## config.mk

```make
export PLATFORM = sky130hd
export DESIGN_NAME = riscv_multicycle_controller_flat
export DESIGN_NICKNAME = d
export VERILOG_FILES = /design/src/rtl/riscv_multicycle_controller_if.sv /design/src/rtl/riscv_multicycle_controller.sv /design/src/flat_wrapper.sv
export SDC_FILE = /design/constraint.sdc
export NUM_CORES = 1
export LEC_CHECK = 0
export ABC_AREA = 1
export CAP_MARGIN = 20
export CORE_MARGIN = 2
export CORE_UTILIZATION = 36
export CTS_CLUSTER_SIZE = 25
export DETAILED_ROUTE_END_ITERATION = 6
export PLACE_DENSITY = 0.8
export SKIP_LAST_GASP = 1
export SYNTH_ARGS = -nofsm -noshare
export SYNTH_HDL_FRONTEND = slang
export SYNTH_SLANG_ARGS = --single-unit
```

## constraint.sdc

```tcl
create_clock -name i_clk -period 3.2 [get_ports i_clk]
set_clock_uncertainty 0.15 [all_clocks]
set_input_delay 0.8 -clock i_clk [delete_from_list [all_inputs] [get_ports i_clk]]
set_output_delay 0.8 -clock i_clk [all_outputs]
set_load 0.05 [all_outputs]
```

## src/rtl/riscv_multicycle_controller_if.sv

```systemverilog
// Bundle of instruction fields, ALU flag and datapath controls between the
// multicycle controller and the RV32I datapath.
interface riscv_multicycle_controller_if;
    logic [6:0] i_opcode;
    logic [2:0] i_funct3;
    logic       i_funct7b5;
    logic       i_zero;

    logic       o_pcWrite;
    logic       o_adrSrc;
    logic       o_memWrite;
    logic       o_irWrite;
    logic [1:0] o_resultSrc;
    logic [1:0] o_aluSrcA;
    logic [1:0] o_aluSrcB;
    logic [1:0] o_immSrc;
    logic       o_regWrite;
    logic [3:0] o_aluControl;
    logic       o_retire;
    logic       o_illegal;

    // Controller side: consumes instruction fields, drives datapath controls.
    modport master (
        input  i_opcode, i_funct3, i_funct7b5, i_zero,
        output o_pcWrite, o_adrSrc, o_memWrite, o_irWrite, o_resultSrc,
               o_aluSrcA, o_aluSrcB, o_immSrc, o_regWrite, o_aluControl,
               o_retire, o_illegal
    );

    // Datapath side: supplies instruction fields, consumes controls.
    modport slave (
        output i_opcode, i_funct3, i_funct7b5, i_zero,
        input  o_pcWrite, o_adrSrc, o_memWrite, o_irWrite, o_resultSrc,
               o_aluSrcA, o_aluSrcB, o_immSrc, o_regWrite, o_aluControl,
               o_retire, o_illegal
    );
endinterface

```

## src/rtl/riscv_multicycle_controller.sv

```systemverilog
// Multicycle RV32I control unit (LW, SW, R-type ALU, I-type ALU, BEQ).
//
// state    | meaning
// ---------+--------------------------------------------------------------
// FETCH    | read instr at PC into IR, PC <= PC + 4
// DECODE   | read regfile, ALUOut <= OldPC + imm (branch target), classify
// MEMADR   | ALUOut <= RD1 + imm (load/store address)
// MEMREAD  | read data memory at ALUOut
// MEMWB    | rd <= loaded data, retire
// MEMWRITE | write RD2 to data memory at ALUOut, retire
// EXECUTER | ALUOut <= RD1 op RD2
// EXECUTEI | ALUOut <= RD1 op imm
// ALUWB    | rd <= ALUOut, retire
// BEQ      | compare RD1 - RD2, PC <= ALUOut when equal, retire
//
// Outputs are a combinational decode of the state register plus the held
// instruction fields and the current-cycle zero flag. The instruction
// fields are not latched here; the IR keeps them stable until retire.
module riscv_multicycle_controller #(
    parameter bit CHECK_FUNCT = 1'b1
) (
    input logic i_clk,
    input logic i_arst,
    riscv_multicycle_controller_if.master bus
);

    localparam logic [6:0] OP_LOAD  = 7'b0000011;
    localparam logic [6:0] OP_STORE = 7'b0100011;
    localparam logic [6:0] OP_RTYPE = 7'b0110011;
    localparam logic [6:0] OP_ITYPE = 7'b0010011;
    localparam logic [6:0] OP_BTYPE = 7'b1100011;

    localparam logic [3:0] ALU_ADD = 4'b0000;
    localparam logic [3:0] ALU_SUB = 4'b1000;

    typedef enum logic [3:0] {
        S_FETCH,
        S_DECODE,
        S_MEMADR,
        S_MEMREAD,
        S_MEMWB,
        S_MEMWRITE,
        S_EXECUTER,
        S_EXECUTEI,
        S_ALUWB,
        S_BEQ
    } state_t;

    state_t state;

    logic op_ok;
    logic funct_ok;
    logic legal;

    logic       pc_write;
    logic       adr_src;
    logic       mem_write;
    logic       ir_write;
    logic [1:0] result_src;
    logic [1:0] alu_src_a;
    logic [1:0] alu_src_b;
    logic [1:0] imm_src;
    logic       reg_write;
    logic [3:0] alu_control;
    logic       retire;
    logic       illegal;

    // Instruction legality: opcode must be supported; funct fields are only
    // enforced when CHECK_FUNCT is set.
    always_comb begin
        op_ok    = 1'b0;
        funct_ok = 1'b0;
        case (bus.i_opcode)
            OP_LOAD, OP_STORE: begin
                op_ok    = 1'b1;
                funct_ok = (bus.i_funct3 == 3'b010);
            end
            OP_RTYPE: begin
                op_ok = 1'b1;
                case ({bus.i_funct7b5, bus.i_funct3})
                    4'b0000, 4'b1000, 4'b0111, 4'b0110, 4'b0100: funct_ok = 1'b1;
                    default:                                     funct_ok = 1'b0;
                endcase
            end
            OP_ITYPE: begin
                op_ok = 1'b1;
                case (bus.i_funct3)
                    3'b000, 3'b111, 3'b110, 3'b100: funct_ok = 1'b1;
                    default:                        funct_ok = 1'b0;
                endcase
            end
            OP_BTYPE: begin
                op_ok    = 1'b1;
                funct_ok = (bus.i_funct3 == 3'b000);
            end
            default: begin
                op_ok    = 1'b0;
                funct_ok = 1'b0;
            end
        endcase
        legal = op_ok && (funct_ok || !CHECK_FUNCT);
    end

    // State register and next-state sequencing; reset aborts to FETCH.
    always_ff @(posedge i_clk or posedge i_arst) begin
        if (i_arst) begin
            state <= S_FETCH;
        end else begin
            case (state)
                S_FETCH: state <= S_DECODE;
                S_DECODE: begin
                    if (!legal) begin
                        state <= S_FETCH;
                    end else begin
                        case (bus.i_opcode)
                            OP_LOAD, OP_STORE: state <= S_MEMADR;
                            OP_RTYPE:          state <= S_EXECUTER;
                            OP_ITYPE:          state <= S_EXECUTEI;
                            OP_BTYPE:          state <= S_BEQ;
                            default:           state <= S_FETCH;
                        endcase
                    end
                end
                S_MEMADR:   state <= (bus.i_opcode == OP_STORE) ? S_MEMWRITE : S_MEMREAD;
                S_MEMREAD:  state <= S_MEMWB;
                S_EXECUTER: state <= S_ALUWB;
                S_EXECUTEI: state <= S_ALUWB;
                default:    state <= S_FETCH;
            endcase
        end
    end

    // Immediate format follows the opcode alone, independent of state.
    always_comb begin
        case (bus.i_opcode)
            OP_STORE: imm_src = 2'b01;
            OP_BTYPE: imm_src = 2'b10;
            default:  imm_src = 2'b00;
        endcase
    end

    // Per-state datapath control decode; anything not set stays 0 / ADD.
    always_comb begin
        pc_write    = 1'b0;
        adr_src     = 1'b0;
        mem_write   = 1'b0;
        ir_write    = 1'b0;
        result_src  = 2'b00;
        alu_src_a   = 2'b00;
        alu_src_b   = 2'b00;
        reg_write   = 1'b0;
        alu_control = ALU_ADD;
        retire      = 1'b0;
        illegal     = 1'b0;
        case (state)
            S_FETCH: begin
                ir_write   = 1'b1;
                pc_write   = 1'b1;
                alu_src_b  = 2'b10;
                result_src = 2'b10;
            end
            S_DECODE: begin
                alu_src_a = 2'b01;
                alu_src_b = 2'b01;
                illegal   = !legal;
            end
            S_MEMADR: begin
                alu_src_a = 2'b10;
                alu_src_b = 2'b01;
            end
            S_MEMREAD: begin
                adr_src = 1'b1;
            end
            S_MEMWB: begin
                result_src = 2'b01;
                reg_write  = 1'b1;
                retire     = 1'b1;
            end
            S_MEMWRITE: begin
                adr_src   = 1'b1;
                mem_write = 1'b1;
                retire    = 1'b1;
            end
            S_EXECUTER: begin
                alu_src_a   = 2'b10;
                alu_control = {bus.i_funct7b5, bus.i_funct3};
            end
            S_EXECUTEI: begin
                // instr[30] is part of the immediate here, not an op modifier
                alu_src_a   = 2'b10;
                alu_src_b   = 2'b01;
                alu_control = {1'b0, bus.i_funct3};
            end
            S_ALUWB: begin
                reg_write = 1'b1;
                retire    = 1'b1;
            end
            S_BEQ: begin
                alu_src_a   = 2'b10;
                alu_control = ALU_SUB;
                pc_write    = bus.i_zero;
                retire      = 1'b1;
            end
            default: begin
                pc_write = 1'b0;
            end
        endcase
    end

    // Enables and pulses are blocked combinationally while reset is held so
    // nothing can commit between reset assertion and the clock edge.
    assign bus.o_pcWrite    = pc_write  & ~i_arst;
    assign bus.o_irWrite    = ir_write  & ~i_arst;
    assign bus.o_memWrite   = mem_write & ~i_arst;
    assign bus.o_regWrite   = reg_write & ~i_arst;
    assign bus.o_retire     = retire    & ~i_arst;
    assign bus.o_illegal    = illegal   & ~i_arst;
    assign bus.o_adrSrc     = adr_src;
    assign bus.o_resultSrc  = result_src;
    assign bus.o_aluSrcA    = alu_src_a;
    assign bus.o_aluSrcB    = alu_src_b;
    assign bus.o_immSrc     = imm_src;
    assign bus.o_aluControl = alu_control;

endmodule

```

## src/flat_wrapper.sv

```systemverilog
// flat-port wrapper written by rule: the top's interface ports become plain ports
module riscv_multicycle_controller_flat 
#(
    parameter bit CHECK_FUNCT = 1'b1
)
  (i_clk, i_arst, bus_i_opcode, bus_i_funct3, bus_i_funct7b5, bus_i_zero, bus_o_pcWrite, bus_o_adrSrc, bus_o_memWrite, bus_o_irWrite, bus_o_resultSrc, bus_o_aluSrcA, bus_o_aluSrcB, bus_o_immSrc, bus_o_regWrite, bus_o_aluControl, bus_o_retire, bus_o_illegal);
  riscv_multicycle_controller_if bus_i ();
  input logic i_clk;
  input logic i_arst;
  input wire logic [$bits(bus_i.i_opcode)-1:0] bus_i_opcode;
  input wire logic [$bits(bus_i.i_funct3)-1:0] bus_i_funct3;
  input wire logic [$bits(bus_i.i_funct7b5)-1:0] bus_i_funct7b5;
  input wire logic [$bits(bus_i.i_zero)-1:0] bus_i_zero;
  output wire logic [$bits(bus_i.o_pcWrite)-1:0] bus_o_pcWrite;
  output wire logic [$bits(bus_i.o_adrSrc)-1:0] bus_o_adrSrc;
  output wire logic [$bits(bus_i.o_memWrite)-1:0] bus_o_memWrite;
  output wire logic [$bits(bus_i.o_irWrite)-1:0] bus_o_irWrite;
  output wire logic [$bits(bus_i.o_resultSrc)-1:0] bus_o_resultSrc;
  output wire logic [$bits(bus_i.o_aluSrcA)-1:0] bus_o_aluSrcA;
  output wire logic [$bits(bus_i.o_aluSrcB)-1:0] bus_o_aluSrcB;
  output wire logic [$bits(bus_i.o_immSrc)-1:0] bus_o_immSrc;
  output wire logic [$bits(bus_i.o_regWrite)-1:0] bus_o_regWrite;
  output wire logic [$bits(bus_i.o_aluControl)-1:0] bus_o_aluControl;
  output wire logic [$bits(bus_i.o_retire)-1:0] bus_o_retire;
  output wire logic [$bits(bus_i.o_illegal)-1:0] bus_o_illegal;
  assign bus_i.i_opcode = bus_i_opcode;
  assign bus_i.i_funct3 = bus_i_funct3;
  assign bus_i.i_funct7b5 = bus_i_funct7b5;
  assign bus_i.i_zero = bus_i_zero;
  assign bus_o_pcWrite = bus_i.o_pcWrite;
  assign bus_o_adrSrc = bus_i.o_adrSrc;
  assign bus_o_memWrite = bus_i.o_memWrite;
  assign bus_o_irWrite = bus_i.o_irWrite;
  assign bus_o_resultSrc = bus_i.o_resultSrc;
  assign bus_o_aluSrcA = bus_i.o_aluSrcA;
  assign bus_o_aluSrcB = bus_i.o_aluSrcB;
  assign bus_o_immSrc = bus_i.o_immSrc;
  assign bus_o_regWrite = bus_i.o_regWrite;
  assign bus_o_aluControl = bus_i.o_aluControl;
  assign bus_o_retire = bus_i.o_retire;
  assign bus_o_illegal = bus_i.o_illegal;
  riscv_multicycle_controller #(.CHECK_FUNCT(CHECK_FUNCT)) u_core (.i_clk(i_clk), .i_arst(i_arst), .bus(bus_i));
endmodule
```

[Word level (Yosys, flattened, before mapping)]
Index checks and enable logic that the tools add are counted.
Word-level totals
  register bits: 4
  bits in latches: 0
  RAM bits: 0
  bits in read-only memories: 0
  input bits: 14
  output and inout bits: 19
  word-level logic and storage cells: 65
  memories kept: 0
Operators by class
  $add $sub $neg: 0
  $mul: 0
  div/mod/pow operators: 0
  $lt $le $gt $ge: 0
  equal/unequal tests: 22
  shifts and indexed selects: 0
  multiplexer cells: 20
  bitwise logic cells: 7
  reductions and logical operators: 15
Operators by type and width (number)
  $eq 4x3->1 const B: 7
  $pmux 4 s5: 1
  $pmux 2 s2: 4
  $pmux 4 s4: 1
  $eq 7x6->1 const B: 2
  $eq 4x4->1 const B: 3
  $pmux 4 s3: 1
  $reduce_or 4->1: 3
  $reduce_or 5->1: 2
  $eq 3x3->1 const B: 3
  $mux 1: 9
  $eq 4x2->1 const B: 2
  $logic_not 4->1: 2
  $reduce_or 2->1: 4
  $eq 7x2->1 const B: 1
  $eq 7x5->1 const B: 1
  $eq 7x7->1 const B: 1
  $and 1x1->1: 6
  $eq 4x1->1 const B: 1
  $mux 4: 1
  $pmux 1 s4: 1
  $eq 3x2->1 const B: 1
  $logic_not 3->1: 1
  $mux 3: 1
  5 further kinds: 5

[Logic depth before layout (Yosys ltp)]
Gate-level depths: netlist of run 1.
  depth after elaboration: 8
  depth in mapped cells: 7
  gate-level depth less buffers: 7

[Worst setup path before layout of run 1]
OpenSTA, ideal clock, no wires.
  path type: in2out
  start point: input port bus_i_funct7b5
  end point: output port bus_o_aluControl[3]
  arrival time: 1924 ps
  required time: 2250 ps
  path slack: 326 ps
  stages on the path: 2
  path buffers: 0
  cell sequence: nand2_1 -> o21ai_0
On the way
  word-level cells in the longest chain between the ends: 1
RTL lines
  start: declaration: RTL line flat_wrapper.sv:12  | input wire logic [$bits(bus_i.i_funct7b5)-1:0] bus_i_funct7b5;
  $pmux 4 s3: RTL line riscv_multicycle_controller.sv:155  | case (state)
  end: declaration: RTL line flat_wrapper.sv:23  | output wire logic [$bits(bus_i.o_aluControl)-1:0] bus_o_aluControl;
No other way between the ends.

[Final worst setup path of run 1]
  start point: input port bus_i_opcode[6]
  end point: output port bus_o_illegal
On the way
  word-level cells in the longest chain between the ends: 7
  elaborated cells on any way between the ends: 13
  those cells by class: eq/ne: 5; mux: 3; bitwise: 1; reduce/logical: 4
RTL lines
  start: declaration: RTL line flat_wrapper.sv:10  | input wire logic [$bits(bus_i.i_opcode)-1:0] bus_i_opcode;
  $eq 7x2->1, or another cell as far along: RTL line riscv_multicycle_controller.sv:73  | case (bus.i_opcode)
  $reduce_or 2->1 / $reduce_or 5->1 (equally long branches)
  $pmux 1 s4 / $mux 1 (equally long branches): RTL line riscv_multicycle_controller.sv:73
  $logic_and 1x1->1 (*): RTL line riscv_multicycle_controller.sv:101  | legal = op_ok && (funct_ok || !CHECK_FUNCT);
  $logic_not 1->1 (*)
  $mux 1 (*): RTL line riscv_multicycle_controller.sv:155
  $and 1x1->1 (*): RTL line riscv_multicycle_controller.sv:217  | assign bus.o_illegal = illegal & ~i_arst;
  end: declaration: RTL line flat_wrapper.sv:25  | output wire logic [$bits(bus_i.o_illegal)-1:0] bus_o_illegal;
Every way passes the cells marked *; elsewhere a longest branch is shown, timed or not.

==> out/qor.yml, run 1 <==
run_status:
  status: "finished, final reports clean"
synthesis:
  yosysMostFrequentCell: "nand2_1"
  syn_area_um2: 508
  synth_edf_count: 0
  synth.top_cells.by_area: "nand2_1 (20%), dfrtp_1 (20%), inv_1 (13%), nor2_1 (12%), nand3_1 (7.9%)"
  synth_top_area_share_pct: 20.0
  yosys_warnings: 0
  synth.avg_cell_area_um2: 5.35
  synth_commonest_cells: "nand2_1 (27), inv_1 (17), nor2_1 (16)"
  synthArstFlopShare_pct: 100
  yosys.area.top_type: "nand2_1"
  ys_types: 18
  synth_cells: 95
  ys_seq_area_share_pct: 19.7
  synth_top_flop_cell: "dfrtp_1"
  syn_nets: 109
  ys_seq_elements: 4
die:
  core_um2: 1320
  die_height_um: 41.6
  dieArea_um2: 1730
  pin_count: 33
  die_w_um: 41.6
  initial_core_util_pct: 38.6
  row_count: 13
hold_path:
  hp-start: "u_core.state[0]"
  whs_path_depth: 2
  hold_path.class: "reg -> reg"
  hold_end: "u_core.state[2]"
layout:
  syn_to_final_growth_pct: 95.6
  drive_gt1_share_pct: 20.8
  final_area_um2: 993
  largestRegisters: "u_core.state: 4 flops"
  finalNetCount: 146
  fillers: 103
  post-route-util_pct: 75.4
  top_register: "u_core.state"
  antenna_cells: 0
  multi_input_area_um2: 335
  regArea_um2: 100
  largest_reg_flops: 4
global_routing:
  grt_pass1_vias: 645
  grt_pass1_wl_um: 2530
  antenna_found_initial: 0
  grt_use_total_pct: 18.6
  grt_max_degree: 7
  gr-total-overflow: 0
sta:
  setup_violations: 0
  tightest_slew_ps: 509
  setup_tns_ps: 0
  final.period_utilization_pct: 96.1
  fmax_mhz: 325
  drv_slew: 0
  min_period_ps: 3070
  timing.slew.headroom_pct: 66.0
  rsz0062_at_grt: "no"
  worst_slack_ps: 125
  hold_viol: 0
setup_path:
  cp-end-kind: "primary output"
  rr_worst_depth: 6
  reg2reg_slack_ps: 1970
  worst-endpoint-arrival_ps: 2120
  path_class: "in -> out"
  timing.rr.start: "u_core.state[0]"
  start_kind: "input port"
  critPathMaxFanout: 4
  timing.rr.end: "u_core.state[2]"
  required_ps: 2250
routing:
  top_layer: "met4"
  dr_wl_met2_um: 868
  final_antenna_net_count: 0
  routedWlPerCell_um: 10.8
  routedLengthMet1_um: 558
  via_count: 710
  drc: 0
  wl_met3_um: 101
  drt-pass1-iter-count: 4
  via_per_inst: 4.90
  drtIter0Drc: 13
  routed_wl_um: 1560
clocking:
  clkTransAtPathRegs_ps: 40
  cts_buffer_depth: 2
  root_buffer: "clkbuf_4"
  cts_max_level: 1
  cts_tree: "built"
  clkLatencyLatePin_ps: 240
  cts_setup_buffers: 0
  numCtsBuffers: 3
  ctsResizeCount: 0
  ctsHoldBuffers: 0
  cts_sinks: 4
power_and_ir_drop:
  power_density_nw_per_um2: 472
  leakage_uw: 0.000502
  total_power_uw: 468
  vdd_drop_max_v: 0.000439
place:
  dpl-instance-area_um2: 967
  pre_cts_slack_ps: 101
  port_buffers: 32
  hpwlAfterDp_um: 1320
  place.gp.congestion: 0.819
run:
  max_cap_violations: 0
==> power by group <==
part | internal [uW] | switching, uW
clock | 42.1 | 23.1
sequential | 57.0 | 9.41
combinational | 120 | 217
total | 219 | 250
==> cell usage in the layout, fill, tap and decap left out, drive strengths merged <==
master | synthesis | routed
buf | 0 | 12
clkbuf | 0 | 3
nand3 | 8 | 8
a21oi | 3 | 3
a31oi | 1 | 1
nor2 | 21 | 21
clkdlybuf4s50 | 0 | 20
nand3b | 1 | 1
clkinv | 1 | 1
nand4 | 2 | 2
o21bai | 1 | 1
inv | 19 | 19
nand2 | 28 | 28
o21ai | 5 | 5
dfrtp | 4 | 4
nor3 | 1 | 1
==> metal layers <==
layer	global-route usage, %	up-vias
met5	0	-
met4	7.74	0
met3	3.91	5
met2	38.1	34
met1	16.9	308
li1	-	363
==> final cells by class <==
class	instances	share of cell area, %
timing repair buffer	32	44.3
multi-input combinational	71	33.8
sequential	4	10.1
inverter	20	7.68
clock buffer	3	2.27
tap	15	1.89
==> critical path: stages <==
cell             delay (ps)
clkdlybuf4s50_1         530
inv_1                    90
nand2_1                 100
inv_1                    40
o21ai_0                  70
nand2_1                 130
a21oi_2                 210
buf_12                  160
==> logic make-up after synthesis <==
| family | after synthesis | share of synthesized area, % |
|---|---|---|
| flops | 4 | 19.7 |
| compound gates | 10 | 11.3 |
| simple gates | 61 | 53.9 |
| buf+inv | 20 | 15.0 |
==> metrics by stage <==
step                hold slack (ps)  cells
global route                    502    145
floorplan                       405     95
detailed placement              462    142
finish                          466    145
global placement                443    142
CTS                             474    145
==> worst max-delay path by stage <==
stage,from,depth (start not counted),end,slack [ps]
floorplan,bus_i_funct7b5,2,bus_o_aluControl[3],330
global placement,bus_i_opcode[6],8,bus_o_illegal,150
detailed placement,bus_i_opcode[6],8,bus_o_illegal,100
CTS,bus_i_opcode[6],8,bus_o_illegal,90
global route,bus_i_opcode[6],8,bus_o_illegal,20
finish,bus_i_opcode[6],8,bus_o_illegal,130
Note: power is estimated with default switching activity, not from simulation.
==> inputs of run 2 (changes only) <==
- MAX_ROUTING_LAYER: not set -> met4
- SETUP_SLACK_MARGIN: not set -> 0.5
==> run 2 against run 1 <==
Compared with the run above: wire length is 62% higher; worst hold slack better by 16 ps; utilization is 11 points higher; combinational power is 6% higher; die area stayed put; sequential cell count stayed put; design area is 15% higher; first-iteration DRC count grew to 2.8 times the previous value; worst setup slack better by 310 ps; cell count is 12% higher.
==> out/qor.yml, run 2 (same netlist as run 1, synthesis figures left out) <==
run_status:
  status: "finished, final reports clean"  # unchanged
layout:
  layout_common_cells: "nand2_1 (22), buf_4 (17), nor2_1 (12), dlygate4sd2_1 (12), buf_12 (12)"  # was nand2_1 (27), clkdlybuf4s50_1 (20), inv_1 (17)
  top_register: "u_core.state"  # unchanged
  final_common_cell: "nand2_1"  # unchanged
  largestRegisters: "u_core.state: 4 flops"  # unchanged
  drive_gt1_share_pct: 46.3  # was 20.8%
  antenna_cells: 0  # unchanged
  finalNetCount: 163  # was 146
  final_area_um2: 1140  # was 993 um^2
  fillers: 68  # was 103
  stdcell_count: 162  # was 145
  largest_reg_flops: 4  # unchanged
  syn_to_final_growth_pct: 125  # was 95.6%
power_and_ir_drop:
  vdd_drop_max_v: 0.000324  # was 0.000439 V
  net-switching-power_uw: 278  # was 250 uW
  leakage_uw: 0.000614  # was 0.000502 uW
  power_frac_clock_pct: 13.5  # was 13.9%
  pwr-share-seq_pct: 13.8  # was 14.2%
  total_power_uw: 489  # was 468 uW
  swShare_pct: 56.7  # was 53.3%
  power_density_nw_per_um2: 427  # was 472 nW/um^2
  p_int_uw: 212  # was 219 uW
  p_comb_share_pct: 72.7  # was 71.9%
routing:
  routedWlPerCell_um: 15.6  # was 10.8 um
  drt-pass1-iter-count: 4  # unchanged
  drc: 0  # unchanged
  drtIter0Drc: 36  # was 13
  via_per_inst: 5.64  # was 4.90
  final_antenna_net_count: 0  # unchanged
  via_count: 913  # was 710
  routed_wl_um: 2530  # was 1560 um
setup_path:
  cp_top_family: "buffers and inverters"  # unchanged
  start_kind: "input port"  # unchanged
  rr_worst_depth: 6  # unchanged
  required_ps: 2250  # about the same
  critPathMaxFanout: 4  # unchanged
  reg2reg_slack_ps: 1820  # was 1970 ps
  crit_buf_inv: 2  # was 4
  timing.rr.start: "u_core.state[0]"  # unchanged
  cpMaxStageDelayCell: "clkdlybuf4s15_1"  # was clkdlybuf4s50_1
  worst-endpoint-arrival_ps: 1810  # was 2120 ps
  crit_start: "bus_i_funct3[2]"  # was bus_i_opcode[6]
  timing.rr.end: "u_core.state[2]"  # unchanged
  path_class: "in -> out"  # unchanged
  cp-end-kind: "primary output"  # unchanged
  worstPathCellList: "clkdlybuf4s15_1, nand2_1, o21ai_2, nand2_2, a21oi_4, buf_12"  # was clkdlybuf4s50_1, inv_1, nand2_1, inv_1, o21ai_0, nand2_1, a21oi_2, buf_12
  cpPeakStageDelay_ps: 290  # was 530 ps
sta:
  final.period_utilization_pct: 86.4  # was 96.1%
  drv_slew: 0  # unchanged
  setup_violations: 0  # unchanged
  timing.slew.headroom_pct: 67.6  # was 66.0%
  fmax_mhz: 362  # was 325 MHz
  min_period_ps: 2760  # was 3070 ps
  hold_viol: 0  # unchanged
  rsz0062_at_grt: "yes"  # was no
  tightest_slew_ps: 487  # was 509 ps
  setup_tns_ps: 0  # unchanged
  hold_slack_ps: 482  # was 466 ps
die:
  pin_count: 33  # unchanged
  die_w_um: 41.6  # unchanged
  row_count: 13  # unchanged
  dieArea_um2: 1730  # unchanged
  initial_core_util_pct: 38.6  # unchanged
  die_height_um: 41.6  # unchanged
  core_um2: 1320  # unchanged
global_routing:
  met3_usage_pct: 6.52  # was 3.91%
  grt_max_degree: 7  # unchanged
  top_usage_layer: "met2"  # unchanged
  antenna_found_initial: 0  # unchanged
  grt_util_met2_pct: 49.4  # was 38.1%
  grt_use_total_pct: 28.0  # was 18.6%
  grt_pass1_wl_um: 3650  # was 2530 um
  use_met1_pct: 28.7  # was 16.9%
  grt_pass1_vias: 850  # was 645
  gr-total-overflow: 0  # unchanged
clocking:
  root_buffer: "clkbuf_4"  # unchanged
  clkLatencyLatePin_ps: 240  # about the same
  cts_tree: "built"  # unchanged
  cts_max_level: 1  # unchanged
  cts_sinks: 4  # unchanged
  cts_buffer_depth: 2  # unchanged
  ctsHoldBuffers: 0  # unchanged
  numCtsBuffers: 3  # unchanged
  clkTransAtPathRegs_ps: 50  # was 40 ps
hold_path:
  hold_path.class: "reg -> reg"  # unchanged
  hp-start: "u_core.state[0]"  # unchanged
  whs_path_depth: 2  # unchanged
  hold_end: "u_core.state[2]"  # unchanged
place:
  port_buffers: 32  # unchanged
  place.gp.congestion: 0.796  # was 0.819
  dpl-instance-area_um2: 976  # was 967 um^2
  hpwlAfterDp_um: 1290  # was 1320 um
  dpl.cell_count: 142  # unchanged
run:
  max_cap_violations: 0  # unchanged
[run 2: changes by cell type in the layout (fill, tap and decap cells not counted), moves of 3 or more]
cell and change:
clkdlybuf4s50_1 -19, buf_4 +17, dlygate4sd2_1 +12, inv_1 -6, clkbuf_2 +5, inv_2 +5
nand2_1 -5, nand2_2 +5, nor2_1 -4, o21ai_0 -3
[run 2: through the flow]
stage | setup WS (ps) | utilization [%]
2_1_floorplan | 494 | -
3_3_place_gp | 209 | 74.1
5_1_grt | 396 | 86.9
4_1_cts | 344 | 83.6
3_5_place_dp | 136 | 74.1
6_report | 436 | 86.9
[run 2: layer usage]
layer  up-vias  part of all wire, %
li1        406                    -
met1       410                   37
met2        79                   49
met3        18                   11
met4         0                  3.7
met5         -                    0
[run 2: worst max-delay path by stage]
stage	depth (start not counted)	end	slack, ps
finish	6	bus_o_illegal	440
global route	6	bus_o_illegal	400
CTS	6	bus_o_illegal	340
detailed placement	8	bus_o_illegal	140
global placement	8	bus_o_illegal	210
floorplan	5	bus_o_immSrc[1]	490
[run 2: cell type report]
type	instances	area [um^2]	area share [%]
clock buffer	3	22.5	1.97
tap	15	18.8	1.64
sequential	4	100	8.74
inverter	20	78.8	6.89
multi-input combinational	71	394	34.4
timing repair buffer	49	531	46.3
[run 2: tightest hold or removal path: stages (launching register included)]
cell and delay, ps:
dfrtp_1 440, o21bai_1 100, nand2_1 60
[run 2: repair_timing]
| item | 4_1_cts | 5_1_grt |
|---|---|---|
| resized for setup | 35 | 18 |
| setup endpoints to repair | 12 | 6 |
| pin swaps | 9 | 9 |
| setup buffers | 12 | 5 |
[run 2: power by group through the flow]
stage                     combinational [uW]  sequential [uW]  clock (uW)
after floorplan                          211             64.7           0
after global placement                   336             66.6           0
after detailed placement                 339             67.1           0
after CTS                                333             66.1        66.8
after global routing                     368             68.0        67.6
final                                    356             67.4        66.2
